`config.mk`:
```
export PLATFORM = sky130hd
export DESIGN_NAME = bank_addr_xbar
export DESIGN_NICKNAME = d
export VERILOG_FILES = /design/src/rtl/bank_addr_xbar.sv
export SDC_FILE = /design/constraint.sdc
export NUM_CORES = 1
export LEC_CHECK = 0
export ABC_AREA = 1
export CAP_MARGIN = 5
export CELL_PAD_IN_SITES_DETAIL_PLACEMENT = 1
export CELL_PAD_IN_SITES_GLOBAL_PLACEMENT = 2
export CORE_MARGIN = 1
export CORE_UTILIZATION = 33
export CTS_CLUSTER_DIAMETER = 100
export DETAILED_ROUTE_END_ITERATION = 10
export DONT_BUFFER_PORTS = 1
export PLACE_DENSITY = 0.83
export RECOVER_POWER = 100
export SYNTH_ARGS = -nofsm -noshare
export SYNTH_HDL_FRONTEND = slang
export SYNTH_SLANG_ARGS = --single-unit
```
`constraint.sdc`:
```
create_clock -name clk -period 2 [get_ports clk]
set_input_delay 0.2 -clock clk [delete_from_list [all_inputs] [get_ports clk]]
set_output_delay 0.2 -clock clk [all_outputs]
set_load 0.03 [all_outputs]
```
`src/rtl/bank_addr_xbar.sv`:
```
// Pipelined NB-lane bank address crossbar (gather / scatter) with permutation
// checking, a sticky error flag and a saturating error counter.
module bank_addr_xbar #(
    parameter  int NB     = 4,
    parameter  int AW     = 7,
    parameter  int STAGES = 1,
    localparam int SW     = $clog2(NB)
) (
    input  logic             clk,
    input  logic             rst,
    input  logic             in_valid,
    input  logic             dir,
    input  logic [NB*AW-1:0] b_in,
    input  logic [NB*SW-1:0] sel_in,
    input  logic             hold,
    input  logic             err_clr,
    output logic             out_valid,
    output logic [NB*AW-1:0] addr_out,
    output logic             perm_err,
    output logic             err_sticky,
    output logic [7:0]       err_cnt
);

    logic [AW-1:0]    w_b     [NB];
    logic [SW-1:0]    w_sel   [NB];
    logic [AW-1:0]    w_route [NB];
    logic [NB*AW-1:0] w_route_flat;
    logic [NB-1:0]    w_seen;
    logic             w_perm_ok;
    logic             w_err_ev;

    always_comb begin
        for (int i = 0; i < NB; i++) begin
            w_b[i]   = b_in[i*AW +: AW];
            w_sel[i] = sel_in[i*SW +: SW];
        end
    end

    always_comb begin
        // NOTE: every signal written here gets a default first, so no branch can leave one unassigned and infer a latch.
        w_route      = '{default: '0};
        w_route_flat = '0;
        w_seen       = '0;
        if (!dir) begin
            for (int i = 0; i < NB; i++)
                w_route[i] = w_b[w_sel[i]];
        end else begin
            // Walk from the top so the lowest colliding input index is written last and wins.
            for (int i = NB - 1; i >= 0; i--)
                w_route[w_sel[i]] = w_b[i];
        end
        for (int i = 0; i < NB; i++) begin
            w_seen[w_sel[i]]          = 1'b1;
            w_route_flat[i*AW +: AW]  = w_route[i];
        end
    end

    // NB selects covering all NB values means each value appears exactly once.
    assign w_perm_ok = &w_seen;
    assign w_err_ev  = !hold && in_valid && !w_perm_ok;

    logic             r_valid [STAGES];
    logic [NB*AW-1:0] r_data  [STAGES];
    logic             r_perr  [STAGES];

    always_ff @(posedge clk or negedge rst) begin
        if (!rst) begin
            // NOTE: the stage array is a handful of flops, not a RAM, so every entry is reset to give clean outputs immediately.
            for (int k = 0; k < STAGES; k++) begin
                r_valid[k] <= 1'b0;
                r_data[k]  <= '0;
                r_perr[k]  <= 1'b0;
            end
        end else if (!hold) begin
            // NOTE: non-blocking assignments let each stage read the previous stage's old value, forming a real shift register.
            r_valid[0] <= in_valid;
            r_data[0]  <= in_valid ? w_route_flat : '0;
            r_perr[0]  <= in_valid && !w_perm_ok;
            for (int k = 1; k < STAGES; k++) begin
                r_valid[k] <= r_valid[k-1];
                r_data[k]  <= r_data[k-1];
                r_perr[k]  <= r_perr[k-1];
            end
        end
    end

    logic       r_err_sticky;
    logic [7:0] r_err_cnt;

    // err_clr bypasses hold; an error counted in the same cycle survives the clear as a count of one.
    always_ff @(posedge clk or negedge rst) begin
        if (!rst) begin
            r_err_sticky <= 1'b0;
            r_err_cnt    <= 8'd0;
        end else if (err_clr) begin
            r_err_sticky <= w_err_ev;
            r_err_cnt    <= w_err_ev ? 8'd1 : 8'd0;
        end else if (w_err_ev) begin
            r_err_sticky <= 1'b1;
            if (r_err_cnt != 8'hFF)
                r_err_cnt <= r_err_cnt + 8'd1;
        end
    end

    assign out_valid  = r_valid[STAGES-1];
    assign addr_out   = r_data[STAGES-1];
    assign perm_err   = r_perr[STAGES-1];
    assign err_sticky = r_err_sticky;
    assign err_cnt    = r_err_cnt;

endmodule

```
---- Word level (Yosys, flattened, before mapping) ----
Index checks and enable logic that the tools add are counted.
W data, S select, Z words.
storage, ports and cells
  register bits ........................... 39
  bits of input ports ..................... 42
  output and inout bits ................... 39
cells by class
  add/subtract/negate cells ............... 1
  magnitude comparators ................... 16
  equality and inequality tests ........... 1
  multiplexer cells ....................... 39
  bitwise gates (word level) .............. 8
  reduce and logical (&&, ||, !) cells .... 17
operators with widths
  kind                   count
  $bwmux W28             3
  $mux W7                12
  $bmux W7 S2            4
  $demux W7 S2           4
  $mux W28               2
  $and A28 B28 Y28       1
  $mux W8                3
  $ge A3 B3 Y1 const B   4
  $lt A2 B3 Y1 const B   4
  $lt A3 B1 Y1 const B   4
  $not A2 Y3             4
  $or A4 B4 Y4           3
  $logic_and A1 B1 Y1    11
  $add A8 B1 Y8 const B  1
  $demux W1 S2           4
  $ge A2 B1 Y1 const B   4
  $ne A8 B8 Y1 const B   1
  $mux W1                7
  $reduce_and A4 Y1      1
  $reduce_bool A2 Y1     2
  $logic_not A1 Y1       2
  $reduce_and A2 Y1      1

---- Logic depth before layout (Yosys ltp) ----
Gate-level depths: netlist of run 1.
  depth after elaboration ................. 12
  gate-level depth with buffers ........... 10
  gate-level depth less buffers ........... 10

---- Worst setup path after synthesis of run 1 ----
Ideal clock, no wire load.
  path kind ............................... reg2reg
  from .................................... register r_err_cnt[0] (netlist: err_cnt[0])
  to ...................................... register r_err_cnt[2] (netlist: err_cnt[2])
  arrival ................................. 1.606 ns
  required time ........................... 1.882 ns
  setup slack ............................. 0.276 ns
  stages on the path, launching flop included .. 11
  buffers on the path ..................... 0
  clock period less this slack ............ 1.724 ns
  cell sequence ........................... dfrtp_1 > ha_1 > nand2_1 > inv_1 > nand2_1 > nor2_1 > nand3_1 > nand3_4 > nand2_2 > nand2_1 > nand2_1
between the ends
  longest elaborated chain between the ends .. 4
  elaborated cells on any way between the ends .. 7
  those cells by class .................... 1 x add/sub; 1 x eq/ne; 3 x mux; 2 x reduce/logical
RTL lines
  element                 line  RTL
  from (decl)             88    logic [7:0] r_err_cnt;
  from (signal assigned)  97    r_err_cnt <= w_err_ev ? 8'd1 : 8'd0;
  from (signal assigned)  101   r_err_cnt <= r_err_cnt + 8'd1;
  $add A8 B1 Y8           101
  $mux W8                 100   if (r_err_cnt != 8'hFF)
  $mux W8                 98    end else if (w_err_ev) begin
  $mux W8                 95    end else if (err_clr) begin
Several ways; a longest one is shown, not always the timed one. The select of a mux whose other input is x is not followed.
A chain may end at the register's enable or synchronous reset.

---- Final worst setup path of run 1 ----
  from .................................... register r_err_cnt[1] (netlist: err_cnt[1])
  to ...................................... register r_err_cnt[7] (netlist: err_cnt[7])
Same word-level chain as after synthesis.

==> qor.csv, run 1 <==
stage;metric;value;unit
grt;first-pass GRT wire length;24.31;mm
sta;pins over their slew limit;0;
sta;Max Fclk;0.5637;GHz
route;Routed WL;15.14;mm
logic_synthesis;mapped cell area;3451;sq um
clock_network;clock buffer depth;2;
sta;period utilization;88.70;%
setup_path;WP data arrival;2020;ps
logic_synthesis;top cells by area, synth;dfrtp_1, nand2_1, o21ai_0;
logic_synthesis;count leader, synth;nand2_1;
sta;worst-margin pin slew;1217;ps
sta;RSZ-0062 raised after global routing;false;
power_and_ir_drop;leak pwr;1.967;nW
floorplan;Die W;104.3;um
finish;Final Util;38.47;%
route;DRC viols;0;
logic_synthesis;number of synthesis warnings;0;
power_and_ir_drop;VDD IR max;0.0002535;V
finish;Layout Nets;650;
logic_synthesis;syn_nets;634;
logic_synthesis;Unique masters post-synth;24;
setup_path;endpoint type of the worst setup path;register;
clock_network;CTS tree;done;
power_and_ir_drop;Total Power;2.255;mW
clock_network;CTS Sinks;39;
sta;post-layout min period;1774;ps
logic_synthesis;area leader, netlist;dfrtp_1;
floorplan;Core Rows;36;
run_status;status;complete, no violations;
logic_synthesis;Post-synth EDFFs;0;
finish;share of layout cells above drive strength 1;6.414;%
floorplan;I/O Pins;81;
grt;GRT overflow;0;
route;DRT Pass-1 Iters;4;
grt;initial antenna violation count;0;
logic_synthesis;syn_area_per_cell;5.839;sq um
place;RePlAce Congestion;0.9017;
sta;setup TNS;0;ps
route;vias per std cell;5.850;
setup_path;Crit Path Max Fanout;3;
power_and_ir_drop;Power per Cell Area;588.7;nW/um^2
logic_synthesis;Synth top area share;28.28;%
clock_network;cts bufs inserted;5;
clock_network;H-tree depth;2;
clock_network;clock transition at the registers of the reported paths;90;ps
logic_synthesis;Synth Instances;591;
setup_path;Worst Path Required;2240;ps
finish;Antenna Cells;0;
grt;Total Routing Usage GR;28.28;%
place;IO Port Bufs;0;
logic_synthesis;top_reg_cell synth;dfrtp_1;
setup_path;nature of the critical path startpoint;register;
clock_network;Resized Gates After CTS;0;
floorplan;Die Y;104.3;um
finish;Area Overhead vs Synth;10.99;%
sta;Slew HR;18.88;%
place;DP Wirelength;10.71;mm
logic_synthesis;synth cell count leaders;nand2_1, o21ai_0, inv_1;
sta;# setup viols final;0;
grt;pin count of the biggest net entering global routing;40;
setup_path;Crit Path Class;register to register;
clock_network;clock root buffer master;clkbuf_8;
floorplan;Core Region;9955;sq um
floorplan;die area;10870;sq um
floorplan;Initial Util;34.67;%
run;Max Cap Violations;0;
grt;vias in the first global route;4612;
sta;Final Skew;1.285;ps
sta;final hold violation count;0;
clock_network;clock latency at the later pin of the worst-skew pair;300;ps
route;Routed wire per std cell;20.43;um
route;vias;4335;
min_path;worst min path class;input port to register;
logic_synthesis;Async SR Flop Fraction;100.0;%
route;post-route ant nets;0;
route;DR iter-0 viols;244;
logic_synthesis;#FFs+latches synth;39;
logic_synthesis;post-synthesis sequential area ratio;28.28;%
## path summary, 6_finish.rpt
| kind | from | to | slack [ps] | cells after the start |
|---|---|---|---|---|
| worst max-delay path | err_cnt[1] | err_cnt[7] | 230 | 9 |
| worst min-delay path | hold | addr_out[14] | 10 | 2 |
| worst max register to register | err_cnt[1] | err_cnt[7] | 230 | 9 |
| worst min register to register | err_cnt[2] | err_cnt[2] | 580 | 2 |
| max in group asynchronous | rst | addr_out[27] | 700 | 2 |
| min in group asynchronous | rst | addr_out[3] | 640 | 2 |
## layer usage
metal / vias up / global-route usage, % / share of wire (%) / wire (um)
met5: - / 0 / 0 / 0
met4: 0 / 12.86 / 3.5 / 534
met3: 43 / 5.138 / 7.9 / 1192
met2: 205 / 46.78 / 46 / 7037
met1: 2102 / 35.60 / 42 / 6376
li1: 1985 / - / - / -
## critical path, cell delays in order, from the launching register on
cell	delay, ps
dfrtp_1	360
clkbuf_1	380
nand3_1	190
nor3_1	370
nand2_1	100
nand2_1	70
nand2_1	40
nor2_1	90
nand2_1	60
nand2_1	50
## power breakdown
part	total (mW)	switching [mW]	internal [mW]
sequential	1.05	0.189	0.861
combinational	0.627	0.427	0.200
clock	0.578	0.333	0.245
total	2.25	0.949	1.31
## cells in the final DEF, fill, tap and decap left out, types with 3 or more instances in the layout
master / count
a21oi_1: 42
buf_4: 27
clkbuf_1: 8
clkbuf_8: 5
dfrtp_1: 39
inv_1: 65
nand2_1: 205
nand3_1: 38
nand4_1: 10
nor2_1: 28
o2111ai_1: 3
o211ai_1: 7
o21ai_0: 88
o21bai_1: 3
o22ai_1: 23
## cell type report
| cell class | count | area [sq um] |
|---|---|---|
| Fill cell | 1360 | 6125 |
| Multi-Input combinational cell | 457 | 2103 |
| Sequential cell | 39 | 975.9 |
| Inverter | 68 | 255.2 |
| Timing Repair Buffer | 36 | 244.0 |
| Tap cell | 133 | 166.4 |
| Clock buffer | 6 | 72.57 |
| Clock inverter | 2 | 12.51 |
## state kept, by name, indices dropped and copies added, names as in the netlist
register and cells:
err_cnt 8, addr_out 28, out_valid 1, perm_err 1
err_sticky 1
## through the flow
step	area (sq um)	hold WS, ps	cells	setup WS, ps
global placement	3766	-93.98	731	438.5
floorplan	3451	-95.59	591	276.1
global route	3830	16.24	741	49.39
CTS	3881	10.46	741	246.5
detailed placement	3766	-93.90	731	259.6
finish	3830	14.74	741	226.0
## kinds of logic after synthesis
logic type / after synthesis / synth area share [%]
AO/OA/AOI/OAI: 166 / 25.96
buffers and inverters: 95 / 10.48
XOR/XNOR: 4 / 1.015
AND/OR/NAND/NOR: 286 / 33.90
adder cells (fa/ha/maj): 1 / 0.3625
flip-flops: 39 / 28.28
## repair_timing
| action | CTS | global route |
|---|---|---|
| buffers inserted | 0 | 0 |
| hold buffers | 2 | 0 |
| endpoints found under the hold margin | 39 | 0 |
| endpoints found under the setup margin | 0 | 0 |
(Power assumes the default switching activity.)
==> run 2: changes to the inputs <==
- PLACE_DENSITY: 0.83 -> 0.86
==> run 2 against run 1 <==
  * First-iteration DRC count fell by 11%
  * Via count down 3.6%
  * Global-route usage down 0.95 points
  * Clock power is 20% higher
  * Critical path depth increased by 1
  * Highest routed layer unchanged
  * Non-clock buffer count decreased by 2
  * Register-to-register slack better by 95 ps
  * Flip-flop and latch count unchanged
  * Clock-buffer cell count decreased by 1
==> qor.csv, run 2 (synthesized netlist as in run 1, its figures left out) <==
stage;metric;value;unit;change
run_status;status;complete, no violations;;unchanged
sta;RSZ-0062 raised after global routing;false;;unchanged
grt;initial antenna violation count;0;;unchanged
place;IO Port Bufs;0;;unchanged
sta;pins over their slew limit;0;;unchanged
setup_path;cell repeated most along the worst path;nand2_1;;unchanged
sta;Final Skew;8.177;ps;was 1.285 ps
min_path;worst min path class;input port to register;;unchanged
sta;# setup viols final;0;;unchanged
power_and_ir_drop;leak pwr;1.978;nW;was 1.967 nW
finish;Layout Nets;648;;was 650
setup_path;FF-to-FF path depth;10;;was 9
sta;final hold violation count;0;;unchanged
setup_path;WP data arrival;1880;ps;was 2020 ps
run;Max Cap Violations;0;;unchanged
setup_path;reg2reg setup slack;320;ps;was 230 ps
sta;setup TNS;0;ps;unchanged
sta;Slew HR;33.26;%;was 18.88%
clock_network;clock root buffer master;clkbuf_8;;unchanged
power_and_ir_drop;Total Power;2.361;mW;was 2.255 mW
route;DRT Pass-1 Iters;4;;unchanged
min_path;hold path depth;2;;unchanged
route;vias per std cell;5.658;;was 5.850
finish;most common cell after layout, fill and taps aside;nand2_1;;unchanged
clock_network;CTS Sinks;39;;unchanged
clock_network;CTS tree;done;;unchanged
finish;share of layout cells above drive strength 1;6.271;%;was 6.414%
clock_network;cts bufs inserted;5;;unchanged
finish;max FFs per register;28;;unchanged
setup_path;Worst Path Required;2200;ps;was 2240 ps
setup_path;worst r2r dst;err_cnt[6];;was err_cnt[7]
place;DP Cell Count;729;;was 731
floorplan;Core Region;9955;sq um;unchanged
route;vias;4181;;was 4,335
sta;Max Fclk;0.5956;GHz;was 0.5637 GHz
setup_path;CP Depth;10;;was 9
setup_path;Crit path max-delay family;simple AND/OR/NAND/NOR gates;;unchanged
route;Routed wire per std cell;19.46;um;was 20.43 um
sta;worst-margin pin slew;1001;ps;was 1217 ps
setup_path;Crit Path Max Fanout;9;;was 3
setup_path;Crit Path Class;register to register;;unchanged
floorplan;Initial Util;34.67;%;unchanged
floorplan;Die W;104.3;um;unchanged
floorplan;die area;10870;sq um;unchanged
setup_path;ordered list of cells on the worst path;ha_1 -> nand2_1 -> inv_1 -> nand2_1 -> nor2_1 -> nand3_1 -> nand3_4 -> nand2_2 -> nand2_1 -> nand2_1;;was clkbuf_1 -> nand3_1 -> nor3_1 -> nand2_1 -> nand2_1 -> nand2_1 -> nor2_1 -> nand2_1 -> nand2_1
power_and_ir_drop;Power per Cell Area;613.2;nW/um^2;was 588.7 nW/um^2
sta;setup ws final;321.1;ps;was 226.0 ps
place;Setup WS pre-CTS;331.6;ps;was 259.6 ps
finish;Finished Layout Cells;739;;was 741
setup_path;Critical-path top delay cell;dfrtp_1;;was clkbuf_1
route;DRC viols;0;;unchanged
setup_path;nature of the critical path startpoint;register;;unchanged
place;DP Area;3751;sq um;was 3766 sq um
place;RePlAce Congestion;0.9230;;was 0.9017
route;Routed WL;14.38;mm;was 15.14 mm
finish;most frequent cells in the layout;nand2_1, o21ai_0, inv_1, a21oi_1, dfrtp_1;;unchanged
clock_network;clock transition at the registers of the reported paths;90;ps;about the same
grt;vias in the first global route;4424;;was 4,612
setup_path;Worst Setup EP;err_cnt[6];;was err_cnt[7]
route;DR iter-0 viols;217;;was 244
clock_network;clock buffer depth;2;;unchanged
setup_path;Buffers & Inverters on Critical Path;1;;unchanged
finish;fin area;3850;sq um;was 3830 sq um
setup_path;CP max stage delay;360;ps;was 380 ps
sta;period utilization;83.94;%;was 88.70%
grt;Total Routing Usage GR;27.33;%;was 28.28%
place;DP Wirelength;10.36;mm;was 10.71 mm
route;post-route ant nets;0;;unchanged
floorplan;Core Rows;36;;unchanged
grt;pin count of the biggest net entering global routing;40;;unchanged
grt;first-pass GRT wire length;23.30;mm;was 24.31 mm
setup_path;crit path from;err_cnt[0];;was err_cnt[1]
sta;post-layout min period;1679;ps;was 1774 ps
clock_network;H-tree depth;2;;unchanged
floorplan;I/O Pins;81;;unchanged
power_and_ir_drop;VDD IR max;0.0002391;V;was 0.0002535 V
clock_network;Resized Gates After CTS;0;;unchanged
finish;Area Overhead vs Synth;11.57;%;was 10.99%
setup_path;endpoint type of the worst setup path;register;;unchanged
grt;GRT overflow;0;;unchanged
setup_path;r2r startpoint;err_cnt[0];;was err_cnt[1]
floorplan;Die Y;104.3;um;unchanged
clock_network;clock latency at the later pin of the worst-skew pair;310;ps;was 300 ps
finish;Antenna Cells;0;;unchanged
-- run 2: changes by cell type in the layout (fill, tap and decap cells not counted), sizes merged --
cell,delta
bufinv,+1
clkinv,+1
buf,-2
clkbuf,-1
clkinvlp,-1
-- run 2: worst min path at each step --
stage	start	to	slack, ps
global route	hold	addr_out[21]	10
CTS	hold	addr_out[27]	3
global placement	rst	err_cnt[3]	-90
floorplan	rst	addr_out[0]	-100
detailed placement	rst	err_cnt[3]	-90
finish	hold	addr_out[27]	4
-- run 2: report_power, final --
| group | internal [mW] | switching (mW) | leakage [nW] |
|---|---|---|---|
| registers | 0.861 | 0.190 | 0.509 |
| logic | 0.198 | 0.418 | 1.41 |
| clock network | 0.372 | 0.321 | 0.0581 |
-- run 2: routing by layer --
metal,global-route usage [%],vias up,part of all wire (%)
li1,-,1984,-
met1,33.57,1968,42
met2,46.07,185,47
met3,5.263,44,7.3
met4,12.35,0,3.6
met5,0,-,0
-- run 2: timing repair --
action / CTS / global route
hold endpoints to repair: 39 / 0
hold buffers: 2 / 0
buffers inserted: 0 / 0
endpoints found under the setup margin: 0 / 0
-- run 2: final cells by class --
class	count	area [sq um]
Clock buffer	5	68.82
Fill cell	1376	6105
Inverter	68	255.2
Sequential cell	39	975.9
Tap cell	133	166.4
Timing Repair Buffer	34	229.0
Multi-Input combinational cell	457	2111
Clock inverter	3	43.79
-- run 2: stage by stage --
step / hold slack, ps / util, %
floorplan: -95.59 / -
global placement: -94.53 / 37.68
detailed placement: -94.62 / 37.68
CTS: 3.211 / 39.12
global route: 9.526 / 38.68
finish: 4.073 / 38.68
==> run 3: changes to the inputs <==
- CORE_UTILIZATION: 33 -> 29
- PLACE_DENSITY: 0.86 -> 0.81
- clock period: 2 -> 1.5 ns (I/O delays scaled with it)
==> run 3 against run 2 <==
  * The run now ends with DRC left
  * Clock skew shrank 5.2 ps
  * Clock power rose by 82%
  * Worst hold slack better by 17 ps
  * Clock-buffer cell count stayed put
  * Via count rose by 3.8%
  * Critical path depth unchanged
  * Non-clock buffer count is 24 higher
  * Final area rose by 10%
  * First-iteration DRC count grew 43%
  * Die area grew 14%
  * Routed wire length rose by 9.7%
  * Cell count increased by 4.6%
  * Critical path type unchanged
  * Critical endpoint is now err_cnt[4]
==> qor.csv, run 3 (synthesized netlist as in run 1, its figures left out) <==
stage;metric;value;unit;change
grt;vias in the first global route;4530;;was 4,424
floorplan;Initial Util;29.97;%;was 34.67%
floorplan;I/O Pins;81;;unchanged
sta;setup TNS;0;ps;unchanged
run_status;failing checks;DRC;;
place;DP Cell Count;753;;was 729
sta;# setup viols final;0;;unchanged
route;vias per std cell;5.612;;was 5.658
sta;post-layout min period;1489;ps;was 1679 ps
setup_path;CP max stage delay;430;ps;was 360 ps
sta;Max Fclk;0.6715;GHz;was 0.5956 GHz
setup_path;endpoint type of the worst setup path;register;;unchanged
place;IO Port Bufs;0;;unchanged
power_and_ir_drop;Power per Cell Area;853.1;nW/um^2;was 613.2 nW/um^2
sta;worst-margin pin slew;579.6;ps;was 1001 ps
finish;Reg area;978.4;sq um;was 975.9 sq um
clock_network;clock transition at the registers of the reported paths;60;ps;was 90 ps
place;DP Wirelength;10.78;mm;was 10.36 mm
floorplan;Die Y;111.1;um;was 104.3 um
finish;share of layout cells above drive strength 1;12.86;%;was 6.271%
sta;RSZ-0062 raised after global routing;true;;was false
setup_path;Crit Path Max Fanout;6;;was 9
route;Routed WL;15.77;mm;was 14.38 mm
clock_network;H-tree depth;2;;unchanged
sta;period utilization;99.28;%;was 83.94%
clock_network;clock root buffer master;clkbuf_16;;was clkbuf_8
setup_path;reg2reg setup slack;10;ps;was 320 ps
floorplan;Core Rows;39;;was 36
run_status;status;finished with violations;;was complete, no violations
setup_path;WP data arrival;1660;ps;was 1880 ps
finish;Layout Nets;672;;was 648
sta;final hold violation count;0;;unchanged
finish;area taken by multi-input logic gates;2182;sq um;was 2111 sq um
grt;GRT overflow;0;;unchanged
clock_network;CTS Sinks;39;;unchanged
setup_path;Worst Path Required;1670;ps;was 2200 ps
sta;Slew HR;61.36;%;was 33.26%
finish;Area Overhead vs Synth;22.70;%;was 11.57%
route;Routed wire per std cell;20.40;um;was 19.46 um
finish;Final Util;36.77;%;was 38.68%
sta;Final Skew;2.998;ps;was 8.177 ps
setup_path;Crit Path Class;register to register;;unchanged
clock_network;clock buffer depth;2;;unchanged
finish;Antenna Cells;0;;unchanged
clock_network;CTS tree;done;;unchanged
route;vias;4338;;was 4,181
run;Max Cap Violations;0;;unchanged
place;Setup WS pre-CTS;-4.442;ps;was 331.6 ps
setup_path;Critical-path top delay cell;dfrtp_2;;was dfrtp_1
power_and_ir_drop;VDD IR max;0.0004904;V;was 0.0002391 V
grt;pin count of the biggest net entering global routing;40;;unchanged
finish;Finished Layout Cells;773;;was 739
setup_path;ordered list of cells on the worst path;ha_4 -> nand2_2 -> inv_2 -> nand2_4 -> nor2_4 -> nand3_2 -> nand3_4 -> buf_6 -> nand3_1 -> nand2_1;;was ha_1 -> nand2_1 -> inv_1 -> nand2_1 -> nor2_1 -> nand3_1 -> nand3_4 -> nand2_2 -> nand2_1 -> nand2_1
floorplan;Core Region;11520;sq um;was 9955 sq um
finish;fillcell total;1545;;was 1,376
power_and_ir_drop;Total Power;3.612;mW;was 2.361 mW
route;post-route ant nets;0;;unchanged
finish;most frequent cells in the layout;nand2_1, o21ai_0, inv_1, buf_4, a21oi_1;;was nand2_1, o21ai_0, inv_1, a21oi_1, dfrtp_1
grt;initial antenna violation count;0;;unchanged
finish;fin area;4234;sq um;was 3850 sq um
finish;max FFs per register;28;;unchanged
route;DRC viols;10;;was 0
place;RePlAce Congestion;0.9551;;was 0.9230
finish;most common cell after layout, fill and taps aside;nand2_1;;unchanged
grt;Total Routing Usage GR;25.58;%;was 27.33%
sta;setup ws final;10.75;ps;was 321.1 ps
floorplan;die area;12340;sq um;was 10,870 sq um
grt;first-pass GRT wire length;24.58;mm;was 23.30 mm
setup_path;nature of the critical path startpoint;register;;unchanged
place;DP Area;3904;sq um;was 3751 sq um
power_and_ir_drop;leak pwr;2.165;nW;was 1.978 nW
clock_network;clock latency at the later pin of the worst-skew pair;290;ps;was 310 ps
sta;WHS;21.22;ps;was 4.073 ps
route;DR iter-0 viols;310;;was 217
route;DRT Pass-1 Iters;8;;was 4
clock_network;cts bufs inserted;5;;unchanged
floorplan;Die W;111.1;um;was 104.3 um
sta;pins over their slew limit;0;;unchanged
min_path;worst min path class;input port to register;;unchanged
-- run 3: changes by cell type in the layout (fill, tap and decap cells not counted), sizes merged --
cell / previous run / this run
clkbuf: 13 / 8
dlygate4sd3: 1 / 2
buf: 25 / 53
-- run 3: path summary, 6_finish.rpt --
check / to / start / cells past startpoint
max in group asynchronous: err_cnt[1] / rst / 2
min: err_cnt[3] / err_clr / 3
max reg2reg: err_cnt[4] / err_cnt[0] / 10
min in group asynchronous: addr_out[3] / rst / 2
max: err_cnt[4] / err_cnt[0] / 10
min reg2reg: err_cnt[6] / err_cnt[6] / 2
-- run 3: cell type report --
cell class / count / area share [%]
Multi-Input combinational cell: 457 / 51.54
Sequential cell: 39 / 23.11
Timing Repair Buffer: 58 / 11.11
Inverter: 68 / 6.028
Tap cell: 143 / 4.226
Clock buffer: 5 / 2.955
Clock inverter: 3 / 1.034
-- run 3: timing repair --
| item | CTS | global route |
|---|---|---|
| endpoints found under the setup margin | 5 | 8 |
| pin swaps | 0 | 7 |
| hold buffers | 4 | 0 |
| setup buffers | 3 | 5 |
| gates resized for setup | 0 | 15 |
| hold endpoints to repair | 67 | 0 |
-- run 3: where the power goes --
group | internal (mW) | switching (mW) | leakage (nW)
Sequential | 1.15 | 0.262 | 0.506
Clock | 0.786 | 0.477 | 0.0838
Combinational | 0.333 | 0.603 | 1.58
-- run 3: metal layers --
| layer | vias up | wire, um | GRT usage [%] |
|---|---|---|---|
| li1 | 2034 | - | - |
| met1 | 2089 | 6567 | 31.21 |
| met2 | 173 | 7581 | 43.90 |
| met3 | 42 | 1191 | 5.467 |
| met4 | 0 | 426 | 9.910 |
| met5 | - | 0 | 0 |
-- run 3: worst max-delay path, delay by kind of cell (launching register included) --
| family | cells | cell delay [ps] |
|---|---|---|
| fa+ha+maj | 1 | 170 |
| buf+inv | 2 | 220 |
| flops | 1 | 430 |
| simple gates | 7 | 570 |
==> RTL change (flow settings as in run 2) <==
Put one more register stage on the output `err_cnt`, with the module's reset. The value now appears one clock later. The other outputs are not delayed to match.
--- a/src/rtl/bank_addr_xbar.sv
+++ b/src/rtl/bank_addr_xbar.sv
@@ -107,5 +107,11 @@
     assign perm_err   = r_perr[STAGES-1];
     assign err_sticky = r_err_sticky;
-    assign err_cnt    = r_err_cnt;
+    always_ff @(posedge clk or negedge rst) begin
+        if (!rst) begin
+            err_cnt <= '0;
+        end else begin
+            err_cnt <= r_err_cnt;
+        end
+    end
 
 endmodule
Function: changed (a bounded check fails within 4 cycles, from zero or initial values and one cycle with rst low).
==> RTL change against run 2 <==
- combinational power is essentially flat
- count of clock-buffer cells in the layout grew 1
- global-route usage grew 0.62 points
- register-to-register slack lost 20 ps
- via count grew 3.8%
- wire length grew 9.0%
- area after synthesis grew 7.6%
- worst setup slack lost 100 ps
- utilization shrank 1.4 points
- final area grew 5.5%
- total power grew 8.2%
- sequential cell count grew 8
- largest cell class unchanged
==> RTL change: results (changes against run 2) <==
- Fillers: 1,476 (+7.3%)
- Worst R2R Setup Slack: 300 ps (-20 ps)
- Post-CTS sizing: 0 (unchanged)
- Setup bufs post-CTS: 0 (unchanged)
- Cell variety after synth: 29 (+21%)
- First-pass GRT wire length: 24.5 mm (+5.2%)
- DR pass1 iterations: 5 (+1)
- Ant diodes: 0 (unchanged)
- CTS buffer count: 5 (unchanged)
- R2r worst-path depth: 8 (-2)
- Crit Path Max Fanout: 18 (+9)
- Root buf cell: clkbuf_8
- H-Tree Level Count: 2 (unchanged)
- Crit path from: sel_in[1]
- Yosys warnings: 0 (unchanged)
- Vias/cell: 5.78 (+2.1%)
- Initial DRC count: 350 (+61%)
- Routed Antenna Nets: 0 (unchanged)
- Cell family with most CP delay: simple AND/OR/NAND/NOR gates
- Slowest stage delay, CP: 570 ps (+210 ps)
- Max_slew headroom: 15.6% (-18 points)
- Place WS: 280 ps (-52.0 ps)
- Hold Crit Class: primary input to register
- Fmax: 561 MHz (-5.8%)
- Layout cells sized above 1: 6.38% (+0.11 points)
- Clock Skew: 1.90 ps (-6.28 ps)
- Asr flop ratio synth: 100% (unchanged)
- LEAKAGE: 2.11 nW (+6.5%)
- Hpwl dp: 11.0 mm (+6.5%)
- Gpl congestion: 0.898 (-2.7%)
- Area contributors post-synth: dfrtp_1, nand2_1, o21ai_0, inv_1, nand3_1
- Number of global-route vias before repair: 4,586 (+3.7%)
- Most frequent cells after synthesis: nand2_1, inv_1, o21ai_0
- GRT Overall Usage: 28.0% (+0.62 points)
- Setup TNS: 0 ps (unchanged)
- Outcome: finished, final reports clean
- VDD IR-drop max: 0.334 mV (+40%)
- Port Buffers: 0 (unchanged)
- Antenna violations before repair: 0 (unchanged)
- Clock latency at the later pin of the worst-skew pair: 310 ps (about the same)
- Clock transition at path regs: 90 ps (about the same)
- Pin count of the biggest net entering global routing: 48 (+20%)
- Sequential fraction of the synthesis area: 31.7% (+3.4 points)
- Critical path data arrival time: 2040 ps (+160 ps)
- WL final: 15.7 mm (+9.0%)
- Hold Crit Depth: 3 (+1)
- Clk buf depth: 2 (unchanged)
- Critical Path End: r_err_cnt[4]
- Syn_nets: 646 (+1.9%)
- Reg-to-Reg Start: r_err_cnt[0]
- CP max-delay cell: nand2_1
- Number of flip-flops in the largest register: 28 (unchanged)
[RTL change: cell types whose count changed after synthesis, moves of 5 or more]
cell             run 2  this run
o22ai_1             23        15
dfrtp_1             39        47
nor2_1              28        19
nand2_1            204       227
buf_2                3         9
nand3_1             38        43
clkbuf_1            23        15
o21ai_0             88        62
[RTL change: worst min-delay path: cells and delay by family]
kind | cells | cell delay [ps]
and+or+nand+nor | 3 | 120
[RTL change: metal layers]
layer  up-vias  wire length, µm  GRT usage (%)
met3        43             1280           6.03
met2       182             7400           46.7
met1      2113             6390           33.6
met5         -                0              0
met4         0              595           14.5
li1       2001                -              -
[RTL change: final cells by class]
type                    instances  share of cell area [%]
multi-input cells             463                    53.1
inverters                      68                    6.29
clock buffers                   6                    2.03
repair buffers                 25                    4.99
clock inverters                 2                   0.339
well taps                     140                    4.31
flip-flops and latches         47                    29.0
[RTL change: through the flow]
stage / util (%) / hold WS [ps] / instances / area [µm²]
6_report: 37.3 / 37.0 / 751 / 4060
5_1_grt: 37.3 / 29.4 / 751 / 4060
4_1_cts: 37.6 / 0.0175 / 750 / 4100
3_5_place_dp: 36.2 / -94.0 / 739 / 3940
3_3_place_gp: 36.2 / -94.0 / 739 / 3940
2_1_floorplan: - / -95.6 / 603 / 3710
[RTL change: logic make-up (layout without fill, tap and decap cells)]
logic type,count (synthesis),in the layout,synth area share [%]
XOR/XNOR,5,5,1.18
adder cells (fa/ha/maj),1,1,0.337
buffers and inverters,93,101,9.70
AND/OR/NAND/NOR,318,318,36.1
flip-flops,47,47,31.7
AO/OA/AOI/OAI,139,139,21.0
[RTL change: what timing repair did]
| item | CTS | global route |
|---|---|---|
| setup endpoints to repair | 0 | 0 |
| hold buffers | 3 | 1 |
| hold endpoints to repair | 74 | 3 |
[RTL change: worst min-delay path by stage]
stage | to | start
finish | r_err_cnt[7] | err_clr
global route | r_err_cnt[6] | err_clr
CTS | addr_out[21] | hold
detailed placement | addr_out[12] | rst
global placement | addr_out[19] | rst
floorplan | addr_out[0] | rst
[RTL change: report_power, final]
| part | switching, W | internal, W | total (W) |
|---|---|---|---|
| clock network | 0.000403 | 0.000285 | 0.000687 |
| logic | 0.000419 | 0.000199 | 0.000619 |
| registers | 0.000217 | 0.00103 | 0.00125 |
